==> config.mk <==
export PLATFORM = sky130hd
export DESIGN_NAME = cpu_regfile
export DESIGN_NICKNAME = d
export VERILOG_FILES = /design/src/rtl/cpu_regfile.sv
export SDC_FILE = /design/constraint.sdc
export NUM_CORES = 1
export LEC_CHECK = 0
export CAP_MARGIN = 20
export CORE_ASPECT_RATIO = 0.9
export CORE_UTILIZATION = 40
export CTS_BUF_LIST = sky130_fd_sc_hd__clkbuf_8
export CTS_CLUSTER_DIAMETER = 100
export DETAILED_ROUTE_END_ITERATION = 6
export GPL_TIMING_DRIVEN = 0
export PLACE_DENSITY_LB_ADDON = 0.15
export SKIP_LAST_GASP = 1
export SYNTH_ARGS = -nofsm -noshare
export SYNTH_HDL_FRONTEND = slang
export SYNTH_SLANG_ARGS = --single-unit
==> constraint.sdc <==
create_clock -name clk -period 6.8 [get_ports clk]
set_clock_uncertainty 0.15 [all_clocks]
set_input_delay 1.36 -clock clk [delete_from_list [all_inputs] [get_ports clk]]
set_output_delay 1.36 -clock clk [all_outputs]
set_load 0.1 [all_outputs]
==> src/rtl/cpu_regfile.sv <==
// SM83 register file with 8-bit ALU ports, CHNZ flag port and a 16-bit inc/dec unit.
// Optional debug port set (dbg_regs / dbg_halt) enabled by defining GB_REGFILE_DEBUG_EN.
module cpu_regfile #(
   parameter bit BOOT_SKIP = 1'b0
) (
   input  logic        clk,
   input  logic        reset,
   input  logic [3:0]  rd_a_sel,
   output logic [7:0]  rd_a_data,
   input  logic [3:0]  rd_b_sel,
   output logic [7:0]  rd_b_data,
   input  logic        wr_en,
   input  logic [3:0]  wr_sel,
   input  logic [7:0]  wr_data,
   input  logic        flag_wr_en,
   input  logic [3:0]  flag_wr_mask,
   input  logic [3:0]  flag_in,
   output logic [3:0]  flags_out,
   input  logic        idu_en,
   input  logic [2:0]  idu_pair,
   input  logic [1:0]  idu_op,
   output logic [15:0] idu_out,
   output logic [15:0] pc_out,
   output logic [15:0] sp_out,
   output logic [15:0] hl_out
`ifdef GB_REGFILE_DEBUG_EN
   ,
   output logic [111:0] dbg_regs,
   input  logic         dbg_halt
`endif
);

   localparam logic [3:0] IDX_F   = 4'd6;
   localparam logic [3:0] NUM_REG = 4'd14;

   // Packed element order (MSB first): Z W PCL PCH SPL SPH A F L H E D C B
   localparam logic [13:0][7:0] BOOT_VAL = {8'h00, 8'h00, 8'h00, 8'h01, 8'hFE, 8'hFF, 8'h01,
                                            8'hB0, 8'h4D, 8'h01, 8'hD8, 8'h00, 8'h13, 8'h00};
   localparam logic [13:0][7:0] RESET_VAL = BOOT_SKIP ? BOOT_VAL : '0;

   logic [13:0][7:0] rf;
   logic [13:0][7:0] rf_nxt;
   logic             halt;
   logic             pair_ok;
   logic [3:0]       pair_hi;
   logic [3:0]       pair_lo;
   logic [15:0]      pair_val;

`ifdef GB_REGFILE_DEBUG_EN
   assign halt     = dbg_halt;
   assign dbg_regs = {rf[7], rf[6], rf[0], rf[1], rf[2], rf[3], rf[4], rf[5],
                      rf[8], rf[9], rf[10], rf[11], rf[12], rf[13]};
`else
   assign halt = 1'b0;
`endif

   function automatic logic [3:0] hi_index(input logic [2:0] pair);
      case (pair)
         3'd0:    hi_index = 4'd0;
         3'd1:    hi_index = 4'd2;
         3'd2:    hi_index = 4'd4;
         3'd3:    hi_index = 4'd8;
         3'd4:    hi_index = 4'd10;
         3'd5:    hi_index = 4'd12;
         default: hi_index = 4'd0;
      endcase
   endfunction

   function automatic logic [15:0] idu_step(input logic [15:0] val, input logic [1:0] op);
      case (op)
         2'd1:    idu_step = val + 16'd1;
         2'd2:    idu_step = val - 16'd1;
         default: idu_step = val;
      endcase
   endfunction

   assign pair_ok  = (idu_pair <= 3'd5);
   assign pair_hi  = hi_index(idu_pair);
   assign pair_lo  = pair_hi + 4'd1;
   assign pair_val = {rf[pair_hi], rf[pair_lo]};
   assign idu_out  = pair_ok ? idu_step(pair_val, idu_op) : 16'h0000;

   assign rd_a_data = (rd_a_sel < NUM_REG) ? rf[rd_a_sel] : 8'h00;
   assign rd_b_data = (rd_b_sel < NUM_REG) ? rf[rd_b_sel] : 8'h00;
   assign flags_out = rf[IDX_F][7:4];
   assign pc_out    = {rf[10], rf[11]};
   assign sp_out    = {rf[8], rf[9]};
   assign hl_out    = {rf[4], rf[5]};

   // Later assignments take priority: IDU < 8-bit write < flag port on a shared byte/bit.
   always_comb begin
      rf_nxt = rf;
      if (!halt) begin
         if (idu_en && pair_ok) begin
            rf_nxt[pair_hi] = idu_out[15:8];
            rf_nxt[pair_lo] = idu_out[7:0];
         end
         if (wr_en && (wr_sel < NUM_REG)) begin
            rf_nxt[wr_sel] = wr_data;
         end
         if (flag_wr_en) begin
            for (int i = 0; i < 4; i++) begin
               if (flag_wr_mask[i]) begin
                  rf_nxt[IDX_F][4+i] = flag_in[i];
               end
            end
         end
      end
      rf_nxt[IDX_F][3:0] = 4'h0;
   end

   always_ff @(posedge clk) begin
      if (reset) begin
         rf <= RESET_VAL;
      end else begin
         rf <= rf_nxt;
      end
   end

endmodule
==> results_dict.tcl <==
set metrics [dict create \
    critical_path_class "in2out" \
    post-place-cells 1577 \
    floorplan.die.width_microns 162 \
    drt-wirelength-per-cell_microns 27.9 \
    main_combinational_cell_family_by_area_after_synthesis "compound AO/OA/AOI/OAI gates" \
    initial_util_pct 40.9 \
    synth_simple_gate_area_share_pct 19.1 \
    grt_pass1_vias 9110 \
    synth-seq-area-share_pct 23.4 \
    worstMarginPinSlew_ps 1080 \
    final_util_pct 50.4 \
    synth_fa_ha_area_share_pct 2.25 \
    drive_above_1_share_pct 18.9 \
    drt.antenna.violating_nets 0 \
    post-route-min-period_ps 6660 \
    std_cell_rows 52 \
    route.vias.total 10302 \
    final.setup.worst_slack_ps 144 \
    worst_setup_path_end_kind "primary output" \
    tritoncts "yes" \
    detailedRoute.firstPassIterationCount 5 \
    timing.rr.start "hl_out[0]$_SDFF_PP0_" \
    final-hold-violation-count 0 \
    grt_first_pass_wirelength_microns 63800 \
    worstSetupStartpoint "idu_pair[1]" \
    cts_hold_repair.buffers 0 \
    antenna_violations_before_repair 1 \
    timing.critical_path.from_type "primary input" \
    run_status "finished clean" \
    design.portCount 122 \
    holdCritStartpoint "rf[109]$_SDFF_PP0_" \
    fin_tns_setup_ps 0 \
    postSynthRegisterBits 108 \
    nNetsFinal 1358 \
    ctsLongestPathBuffers 2 \
    path_max_fanout 10 \
    avgSynthCellArea_sq_um 7.93 \
    synth_compound_area_share_pct 24.8 \
    maximum_number_of_pins_on_one_net_before_global_route_repair 23 \
    ir_worst_vdd_mv 0.117 \
    maxCapViolations 0 \
    share_of_flip_flops_with_an_asynchronous_set_or_reset_after_synthesis_pct 0 \
    grt_util_all_layers_pct 37.5 \
    yosysWarnings 0 \
    diodes 0 \
    dp_hpwl_microns 34200 \
    critPathArrivalTime_ps 5150 \
    number_of_enable_flip_flop_cells_after_synthesis 0 \
    ctsHtreeMaxLevel 3 \
    grt_remaining_overflow 0 \
    clock_sinks 108 \
    postSynthNetCount 1218 \
    power_per_cell_area_mw_per_mm2 185 \
    chipHeight_microns 146 \
    cts.clk_slew.worst_paths_ps 130 \
    static_leakage_nw 4.13 \
    max_slew_margin_pct 27.7 \
    drt_iter0_drc 1397 \
    numCtsBuffers 9 \
    gpl.final_weighted_congestion 1.03 \
    floorplan.core_area_sq_mm 0.0226 \
    yosys.cell_types.count 73 \
    route.final.wire_length_microns 44800 \
    dominantRegCellSynth "sky130_fd_sc_hd__dfxtp_1" \
    post_drt_via_cell_ratio 6.41 \
    layout_commonest_cell "sky130_fd_sc_hd__nand2_1" \
    die_area_sq_mm 0.0237 \
    maxClockFrequency_ghz 0.150 \
    synth_xor_area_share_pct 0.854 \
    setup_viol 0 \
    timing_max_transition_violations_final 0 \
    io_buffer_count 115 \
    ctsRootBufferMaster "sky130_fd_sc_hd__clkbuf_8" \
    layout.cells.most_common_list "167 x sky130_fd_sc_hd__nand2_1, 138 x sky130_fd_sc_hd__nor2_1, 108 x sky130_fd_sc_hd__dfxtp_1" \
    clk_latency_ps 420 \
    dpl_worst_slack_ps -1540 \
    holdCritPathClass "reg2reg" \
    areaGrowthSynthToFinish_pct 23.3 \
    layout_worst_path_cycle_share_pct 97.9 \
    synthMuxAreaShare_pct 19.7 \
    post-route-drc-count 0 \
    syn_area_sq_mm 0.00923 \
    r2r_slack_ps 2820 \
    syn-instance-count 1164 \
    critPathRequiredTime_ps 5290 \
    fin_cells 1606 \
]
[cell usage after synthesis, types with 9 or more instances]
library cell               count  area share, %
sky130_fd_sc_hd__a211oi_1     38            3.1
sky130_fd_sc_hd__a21o_1       10           0.81
sky130_fd_sc_hd__a21oi_1      60            3.3
sky130_fd_sc_hd__a311oi_1     36            3.4
sky130_fd_sc_hd__and3_1        9           0.61
sky130_fd_sc_hd__buf_2        14           0.76
sky130_fd_sc_hd__buf_4        55            4.5
sky130_fd_sc_hd__clkbuf_1     66            2.7
sky130_fd_sc_hd__dfxtp_1     108             23
sky130_fd_sc_hd__ha_1         15            2.0
sky130_fd_sc_hd__inv_1        26            1.1
sky130_fd_sc_hd__mux2_2       32            3.9
sky130_fd_sc_hd__mux2i_1      53            5.7
sky130_fd_sc_hd__mux4_2       41             10
sky130_fd_sc_hd__nand2_1     168            6.8
sky130_fd_sc_hd__nand2b_1     10           0.68
sky130_fd_sc_hd__nand3_1      17           0.92
sky130_fd_sc_hd__nor2_1      138            5.6
sky130_fd_sc_hd__nor2b_1      14           0.95
sky130_fd_sc_hd__nor3_1       17           0.92
sky130_fd_sc_hd__o211ai_1     10           0.81
sky130_fd_sc_hd__o21ai_0      40            2.2
sky130_fd_sc_hd__o22ai_1      46            3.1
[worst max-delay path, stage by stage]
cell and delay (ps):
sky130_fd_sc_hd__clkdlybuf4s50_1 490, sky130_fd_sc_hd__clkbuf_4 250, sky130_fd_sc_hd__nand2b_2 170, sky130_fd_sc_hd__buf_4 230, sky130_fd_sc_hd__o22ai_1 240, sky130_fd_sc_hd__a221oi_4 130
sky130_fd_sc_hd__fa_1 460, sky130_fd_sc_hd__a21oi_1 170, sky130_fd_sc_hd__o21bai_2 120, sky130_fd_sc_hd__a211oi_4 340, sky130_fd_sc_hd__nor4_1 100, sky130_fd_sc_hd__or4_1 540
sky130_fd_sc_hd__a31oi_4 240, sky130_fd_sc_hd__nor2_1 80, sky130_fd_sc_hd__buf_6 230
[registers in the layout (all words and copies together) (netlist names)]
name / count
flags_out: 4
hl_out: 16
pc_out: 16
rf: 56
sp_out: 16
[cell type report]
cell class                 instances  area (sq um)
buffer                           146           820
clock buffer                       9           124
clock inverter                     7           108
fill                            2254         11200
inverter                          27           101
multi-input combinational        882          6400
sequential                       108          2160
tap                              297           372
timing repair buffer             130          1290
[metal layers]
layer	up-vias	routed length (microns)	track usage, %
met3	123	5480	10.1
met1	4997	18900	53.8
met5	-	14	0
li1	4501	-	-
met4	2	2130	16.1
met2	679	18200	52.2
[cell families (layout without fill, tap and decap cells)]
group	count (synthesis)	count (layout)
mux	126	126
fa+ha+maj	16	16
xor+xnor	9	9
simple gates	408	408
buf+inv	174	319
flops	108	108
compound gates	323	323
[report_power, final]
group,internal (mW),switching (mW)
Combinational,0.286,0.638
Sequential,0.658,0.0587
Clock,0.185,0.285
[path summary, 6_finish.rpt]
kind,endpoint,cells after the start
worst max-delay path,idu_out[12],15
worst min-delay path,rf[109]$_SDFF_PP0_,2
worst max register to register,rf[100]$_SDFF_PP0_,13
worst min register to register,rf[109]$_SDFF_PP0_,2
[stage by stage]
step	power, mW	hold slack, ps	cell area [sq um]
after CTS	2.05	375	11200
after floorplan	1.30	322	9230
after detailed placement	1.57	356	10800
after global routing	2.16	410	11400
final	2.11	387	11400
after global placement	1.57	341	10700
[repair_timing]
action                     in CTS  in global routing
setup endpoints to repair      15                 12
setup buffers                   5                  8
resized for setup             100                 39
pin swaps                       4                 14
No activity file was read; power rests on OpenSTA's default activity.
